--- config.mk ---
export PLATFORM = sky130hd
export DESIGN_NAME = xtest_stim_gen_flat
export DESIGN_NICKNAME = d
export VERILOG_FILES = /design/src/rtl/xtest_stim_gen_if.sv /design/src/rtl/xtest_stim_gen.sv /design/src/flat_wrapper.sv
export SDC_FILE = /design/constraint.sdc
export NUM_CORES = 1
export LEC_CHECK = 0
export CAP_MARGIN = 20
export CORE_UTILIZATION = 50
export DETAILED_ROUTE_END_ITERATION = 8
export HOLD_SLACK_MARGIN = 0.06
export PLACE_DENSITY = 0.85
export SYNTH_ARGS = -nofsm -noshare
export SYNTH_HDL_FRONTEND = slang
export SYNTH_SLANG_ARGS = --single-unit
--- constraint.sdc ---
create_clock -name clk -period 4.31 [get_ports clk]
set_input_delay 0.862 -clock clk [delete_from_list [all_inputs] [get_ports clk]]
set_output_delay 0.862 -clock clk [all_outputs]
set_load 0.03 [all_outputs]
--- src/rtl/xtest_stim_gen_if.sv ---
// xtest_stim_gen_if: a_ch beat channel with valid/ready handshake
interface xtest_stim_gen_if #(
    parameter int WIDTH = 4
);
    logic [WIDTH-1:0] a_ch;
    logic             a_ch_valid;
    logic             ready;
    modport master (output a_ch, output a_ch_valid, input ready);
    modport slave  (input a_ch, input a_ch_valid, output ready);
endinterface

--- src/rtl/xtest_stim_gen.sv ---
// xtest_stim_gen: programmable burst generator driving the xtest a_ch channel
module xtest_stim_gen #(
    parameter int          WIDTH = 4,
    parameter int          LEN_W = 8,
    parameter int unsigned SEED  = 4'h9
) (
    input  logic             clk,
    input  logic             rst,
    input  logic             start,
    input  logic [1:0]       mode,
    input  logic [LEN_W-1:0] len,
    input  logic [WIDTH-1:0] init,
    output logic             busy,
    output logic             done,
    output logic [LEN_W-1:0] beat_cnt,
    xtest_stim_gen_if.master bus
);
    typedef enum logic [1:0] {IDLE, RUN, DONE} state_t;
    localparam logic [WIDTH-1:0] SEED_W = WIDTH'(SEED);
    state_t           state_q;
    logic [1:0]       mode_q;
    logic [LEN_W-1:0] len_q;
    logic [WIDTH-1:0] a_ch_q;
    logic [WIDTH-1:0] a_ch_d;
    logic [WIDTH-1:0] init_eff;
    logic [LEN_W-1:0] cnt_q;
    logic [LEN_W-1:0] cnt_d;
    logic             valid_q;
    logic             busy_q;
    logic             done_q;
    logic             xfer;
    // next beat value for the captured mode, and the zero-substituted first beat
    always_comb begin
        a_ch_d   = mode_q == 2'd0 ? a_ch_q :
                   mode_q == 2'd1 ? a_ch_q + 1'b1 :
                   mode_q == 2'd2 ? {a_ch_q[WIDTH-2:0], a_ch_q[WIDTH-1] ^ a_ch_q[WIDTH-2]} :
                                    {a_ch_q[WIDTH-2:0], a_ch_q[WIDTH-1]};
        init_eff = init != '0   ? init :
                   mode == 2'd2 ? SEED_W :
                   mode == 2'd3 ? WIDTH'(1) : init;
        cnt_d    = cnt_q + LEN_W'(1);
        xfer     = valid_q & bus.ready;
    end
    // burst FSM with all outputs registered
    always_ff @(posedge clk) begin
        if (rst) begin
            state_q <= IDLE;
            mode_q  <= 2'd0;
            len_q   <= '0;
            a_ch_q  <= '0;
            cnt_q   <= '0;
            valid_q <= 1'b0;
            busy_q  <= 1'b0;
            done_q  <= 1'b0;
        end else begin
            case (state_q)
                IDLE: begin
                    done_q <= 1'b0;
                    if (start) begin
                        cnt_q  <= '0;
                        busy_q <= 1'b1;
                        if (len != '0) begin
                            mode_q  <= mode;
                            len_q   <= len;
                            a_ch_q  <= init_eff;
                            valid_q <= 1'b1;
                            state_q <= RUN;
                        end else begin
                            done_q  <= 1'b1;
                            state_q <= DONE;
                        end
                    end
                end
                RUN: begin
                    if (xfer) begin
                        a_ch_q <= a_ch_d;
                        cnt_q  <= cnt_d;
                        if (cnt_d == len_q) begin
                            valid_q <= 1'b0;
                            done_q  <= 1'b1;
                            state_q <= DONE;
                        end
                    end
                end
                default: begin
                    done_q  <= 1'b0;
                    busy_q  <= 1'b0;
                    state_q <= IDLE;
                end
            endcase
        end
    end
    assign bus.a_ch       = a_ch_q;
    assign bus.a_ch_valid = valid_q;
    assign busy           = busy_q;
    assign done           = done_q;
    assign beat_cnt       = cnt_q;
endmodule

--- src/flat_wrapper.sv ---
// flat-port wrapper written by rule: the top's interface ports become plain ports
module xtest_stim_gen_flat 
#(
    parameter int          WIDTH = 4,
    parameter int          LEN_W = 8,
    parameter int unsigned SEED  = 4'h9
)
  (clk, rst, start, mode, len, init, busy, done, beat_cnt, bus_a_ch, bus_a_ch_valid, bus_ready);
  xtest_stim_gen_if #(.WIDTH(WIDTH)) bus_i ();
  input  logic clk;
  input  logic rst;
  input  logic start;
  input  logic [1:0] mode;
  input  logic [LEN_W-1:0] len;
  input  logic [WIDTH-1:0] init;
  output logic busy;
  output logic done;
  output logic [LEN_W-1:0] beat_cnt;
  output wire logic [$bits(bus_i.a_ch)-1:0] bus_a_ch;
  output wire logic [$bits(bus_i.a_ch_valid)-1:0] bus_a_ch_valid;
  input wire logic [$bits(bus_i.ready)-1:0] bus_ready;
  assign bus_a_ch = bus_i.a_ch;
  assign bus_a_ch_valid = bus_i.a_ch_valid;
  assign bus_i.ready = bus_ready;
  xtest_stim_gen #(.WIDTH(WIDTH), .LEN_W(LEN_W), .SEED(SEED)) u_core (.clk(clk), .rst(rst), .start(start), .mode(mode), .len(len), .init(init), .busy(busy), .done(done), .beat_cnt(beat_cnt), .bus(bus_i));
endmodule
Yosys cells after proc, flatten, opt, wreduce, memory -nomap -nowiden
Index checks and enable logic that the tools add are counted.
Widths: inputs -> output; s select.
{"block": "totals", "in_bits": 18, "elab_cells": 66, "output_inout_bits": 15, "reg_bits": 27}
{"block": "classes", "mux": 30, "addsub": 2, "reduce_logical": 12, "n_bitwise": 3, "eq_ne": 11}
{"operator": "$mux 4", "count": 8}
{"operator": "$mux 8", "count": 2}
{"operator": "$pmux 8 s2", "count": 1}
{"operator": "$mux 1", "count": 10}
{"operator": "$reduce_and 5->1", "count": 2}
{"operator": "$reduce_and 3->1", "count": 3}
{"operator": "$add 8x1->8 const B", "count": 1}
{"operator": "$eq 8x8->1", "count": 1}
{"operator": "$mux 2", "count": 4}
{"operator": "$pmux 4 s2", "count": 1}
{"operator": "$reduce_bool 8->1", "count": 1}
{"operator": "$eq 2x2->1 const B", "count": 3}
{"operator": "$ne 2x1->1 const B", "count": 3}
{"operator": "$pmux 1 s2", "count": 3}
{"operator": "$add 4x1->4 const B", "count": 1}
{"operator": "$eq 2x1->1 const B", "count": 2}
{"operator": "$logic_not 2->1", "count": 2}
{"operator": "$ne 2x2->1 const B", "count": 2}
{"operator": "$pmux 2 s2", "count": 1}
{"operator": "$reduce_and 2->1", "count": 2}
{"operator": "$reduce_bool 4->1", "count": 1}
{"operator": "$reduce_bool 2->1", "count": 1}
{"operator": "$and 1x1->1", "count": 1}
{"operator": "$not 1->1", "count": 1}
{"operator": "$xor 1x1->1", "count": 1}

Longest topological paths before layout
{"block": "logic_depth", "word_depth": 7, "mapped_depth": 7, "depth_no_buf": 6}

Least setup slack after synthesis
OpenSTA, ideal clock, no wires.
{"block": "synth_path", "path_type": "register to register", "startpoint": "reg u_core.cnt_q[0], in the netlist u_core.beat_cnt[0]", "endpoint": "reg u_core.state_q[0]", "arrival_time_ns": 2.105, "path_buffers": 1, "setup_time_ns": 0.120, "synth_period_minus_slack_ns": 2.225, "stages_incl_launch_ff": 8, "slack_ns": 2.085, "t_required_ns": 4.190, "path_cell_list": "dfxtp_1 -> ha_1 -> clkbuf_2 -> nand3_1 -> nor2_1 -> xnor2_1 -> or4_4 -> o31a_1"}
{"block": "synth_via", "elab_chain_cells": 4}
{"element": "from (decl)", "line": "xtest_stim_gen.sv:26", "source": "logic [LEN_W-1:0] cnt_q;"}
{"element": "from (signal assigned)", "line": "xtest_stim_gen.sv:77", "source": "cnt_q <= cnt_d;"}
{"element": "$add 8x1->8", "line": "xtest_stim_gen.sv:41", "source": "cnt_d = cnt_q + LEN_W'(1);"}
{"element": "$eq 8x8->1", "line": "xtest_stim_gen.sv:78", "source": "if (cnt_d == len_q) begin"}
{"element": "$ne 2x1->1 (no line)"}
{"element": "$reduce_and 3->1 (no line)"}
{"element": "to (signal assigned)", "line": "xtest_stim_gen.sv:47", "source": "state_q <= IDLE;"}
{"element": "to (signal assigned)", "line": "xtest_stim_gen.sv:81", "source": "state_q <= DONE;"}
{"element": "to (signal assigned)", "line": "xtest_stim_gen.sv:88", "source": "state_q <= IDLE;"}
{"element": "to (decl)", "line": "xtest_stim_gen.sv:20", "source": "state_t state_q;"}
Every way passes these cells.
A chain may end at the register's enable or synchronous reset.

Worst setup path after layout
{"block": "layout_path", "startpoint": "in len[6]", "endpoint": "reg u_core.a_ch_q[2], in the netlist u_core.bus.a_ch[2]"}
{"block": "layout_via", "elab_chain_cells": 3}
{"element": "from (decl)", "line": "flat_wrapper.sv:14", "source": "input logic [LEN_W-1:0] len;"}
{"element": "$reduce_bool 8->1", "line": "xtest_stim_gen.sv:62", "source": "if (len != '0) begin"}
{"element": "$ne 2x1->1 (no line)"}
{"element": "$reduce_and 5->1 (no line)"}
{"element": "to (signal assigned)", "line": "xtest_stim_gen.sv:65", "source": "a_ch_q <= init_eff;"}
{"element": "to (signal assigned)", "line": "xtest_stim_gen.sv:76", "source": "a_ch_q <= a_ch_d;"}
{"element": "to (decl)", "line": "xtest_stim_gen.sv:23", "source": "logic [WIDTH-1:0] a_ch_q;"}
Every way passes these cells.

==> flow_metrics.tcl <==
set metrics [dict create \
    path_class "in -> reg" \
    layout_commonest_cell "clkdlybuf4s50_1" \
    antenna_cells 0 \
    drc 2 \
    cts_max_level 1 \
    yosysWarnings 0 \
    drv_slew 0 \
    cts_root_buf "clkbuf_4" \
    ir_drop_mv 0.179 \
    ctsResizeCount 0 \
    avgRoutedWirePerCell_um 14.7 \
    hold_buffers 0 \
    first_iter_violations 42 \
    final_cell_mix "clkdlybuf4s50_1, nor2_1, dfxtp_1" \
    dpl.hpwl_mm 2.63 \
    finalSetupViolations 0 \
    clkSinkCount 27 \
    antenna_found_initial 0 \
    dieArea_mm2 0.00324 \
    clock_skew_ns 0.00721 \
    path_max_fanout 8 \
    end_kind "flop" \
    finalSetupTns_ns 0 \
    place.gp.congestion 0.885 \
    fp.dieH_um 56.9 \
    fin_area_mm2 0.00187 \
    fin_crit_sh_pct 60.1 \
    cts.path.max_buffers 2 \
    port_buffers 32 \
    num_vias 1426 \
    cp.required_ns 4.55 \
    maxSlewHeadroom_pct 33.9 \
    syn_inst 181 \
    area_growth_pct 23.9 \
    synth.distinct_cells 41 \
    startpoint_type "input port" \
    nNetsFinal 231 \
    grt_remaining_overflow 0 \
    pin_count 33 \
    cts_buffers 3 \
    first_global_vias 1311 \
    syn-num-nets 201 \
    leakage_nw 0.685 \
    ant_nets 0 \
    drv_cap 0 \
    die_w_um 56.9 \
    violations "design-rule violations" \
    row_count 19 \
    cts_tree "done" \
    grt_max_degree 26 \
    drive_above_1_share_pct 4.76 \
    coreArea_mm2 0.00281 \
    syn_avg_cell_area_um2 8.32 \
    post_cts_buffers 0 \
    post-route-min-period_ns 2.59 \
    start_util_pct 53.7 \
    clkSlewWorstSetupHoldPaths_ns 0.14 \
    vias_per_cell 5.92 \
    ys_seq_area_share_pct 35.9 \
    tightest_slew_ns 0.977 \
    synth_seq_cells 27 \
    drt_wl_total_mm 3.53 \
    synth_area_mm2 0.00151 \
    max_freq_ghz 0.386 \
    insertion_delay_ns 0.32 \
    placed_area_mm2 0.00183 \
    status "finished with violations" \
    grt_usage_pct 22.9 \
    power.density_mw_per_mm2 270 \
    hold_path.class "reg -> reg" \
    critPathArrivalTime_ns 2.83 \
    rsz0062_at_grt "false" \
    dr.pass1.iters 6 \
    hold_viol_final 0 \
    grt_pass1_wl_mm 5.74 \
]
worst max-delay path: stages:
cell and delay (ns):
clkdlybuf4s50_1 0.42, nor4_1 0.70, nand3_1 0.21, o311ai_1 0.31, a211oi_1 0.10, a211oi_1 0.23
routing by layer:
metal  share of wire, %  vias to the layer above  global-route usage, %  wire (um)
met3                5.6                        2                   5.53        199
met1                 46                      671                   30.0       1640
li1                   -                      703                      -          -
met2                 47                       50                   37.1       1670
met5                  0                        -                      0          0
met4               0.71                        0                   6.62         25
state kept, by name (all words and copies together) (netlist names):
signal / count
u_core.beat_cnt: 8
u_core.mode_q: 2
u_core.done: 1
u_core.len_q: 8
u_core.bus.a_ch: 4
u_core.bus.a_ch_valid: 1
u_core.busy: 1
u_core.state_q: 2
per-stage QoR:
step | cells | util [%] | setup slack (ns) | power, mW | hold WS (ns)
floorplan | 181 | - | 2.09 | 0.354 | 0.481
global placement | 236 | 65.2 | 1.42 | 0.395 | 0.439
detailed placement | 236 | 65.2 | 1.38 | 0.399 | 0.456
CTS | 240 | 66.1 | 1.72 | 0.505 | 0.476
global route | 241 | 66.5 | 1.56 | 0.534 | 0.519
finish | 241 | 66.5 | 1.72 | 0.504 | 0.473
report_power, final:
part	switching, mW	internal [mW]
Clock	0.0715	0.0362
Sequential	0.0158	0.263
Combinational	0.0613	0.0564
logic make-up after synthesis:
kind of cell    count (synthesis)  synth area share [%]
simple gates                   73                  24.8
mux                            11                  7.31
fa+ha+maj                       2                  1.66
buf+inv                        12                  3.74
compound gates                 42                  18.5
xor+xnor                       14                  8.14
flops                          27                  35.9
final timing paths:
check                                         from                 end  slack, ns  cells past startpoint
worst max-delay path                        len[6]  u_core.bus.a_ch[2]       1.72                      6
worst min-delay path                   u_core.busy         u_core.busy       0.47                      2
worst max register to register  u_core.beat_cnt[0]   u_core.state_q[0]       2.09                      6
worst min register to register         u_core.busy         u_core.busy       0.47                      2
cell usage after synthesis, drive strengths merged:
cell type | n | share of area, %
a21oi | 10 | 3.3
ha | 2 | 1.7
buf | 3 | 1.4
mux2i | 11 | 7.3
o31a | 1 | 0.58
o32ai | 1 | 0.58
o211ai | 1 | 0.50
nand2b | 3 | 1.2
a211o | 3 | 1.7
a311oi | 1 | 0.58
nand3 | 8 | 3.0
a211oi | 6 | 3.0
o21a | 1 | 0.50
nor3 | 3 | 1.7
a31oi | 1 | 0.42
dfxtp | 27 | 36
or4 | 1 | 0.75
a21o | 1 | 0.50
nor4 | 2 | 0.83
o21ai | 9 | 3.0
or3 | 4 | 1.7
nor2 | 29 | 7.2
o21ba | 1 | 0.66
xnor2 | 11 | 6.4
nand4b | 2 | 1.2
o311ai | 1 | 0.58
inv | 4 | 1.0
or2 | 1 | 0.42
nand2 | 10 | 2.5
xor2 | 3 | 1.7
and3 | 2 | 0.83
o2bb2ai | 1 | 0.58
nand3b | 1 | 0.50
clkbuf | 5 | 1.3
and2 | 3 | 1.2
a22oi | 4 | 2.0
nor2b | 4 | 1.7
area by class of cell:
type                    instances  area, um^2
clock buffers                   4        26.3
inverters                       4        15.0
repair buffers                 33         332
multi-input cells             142         915
well taps                      31        38.8
fillers                       229         938
flip-flops and latches         27         541
No activity file was read; power rests on OpenSTA's default activity.
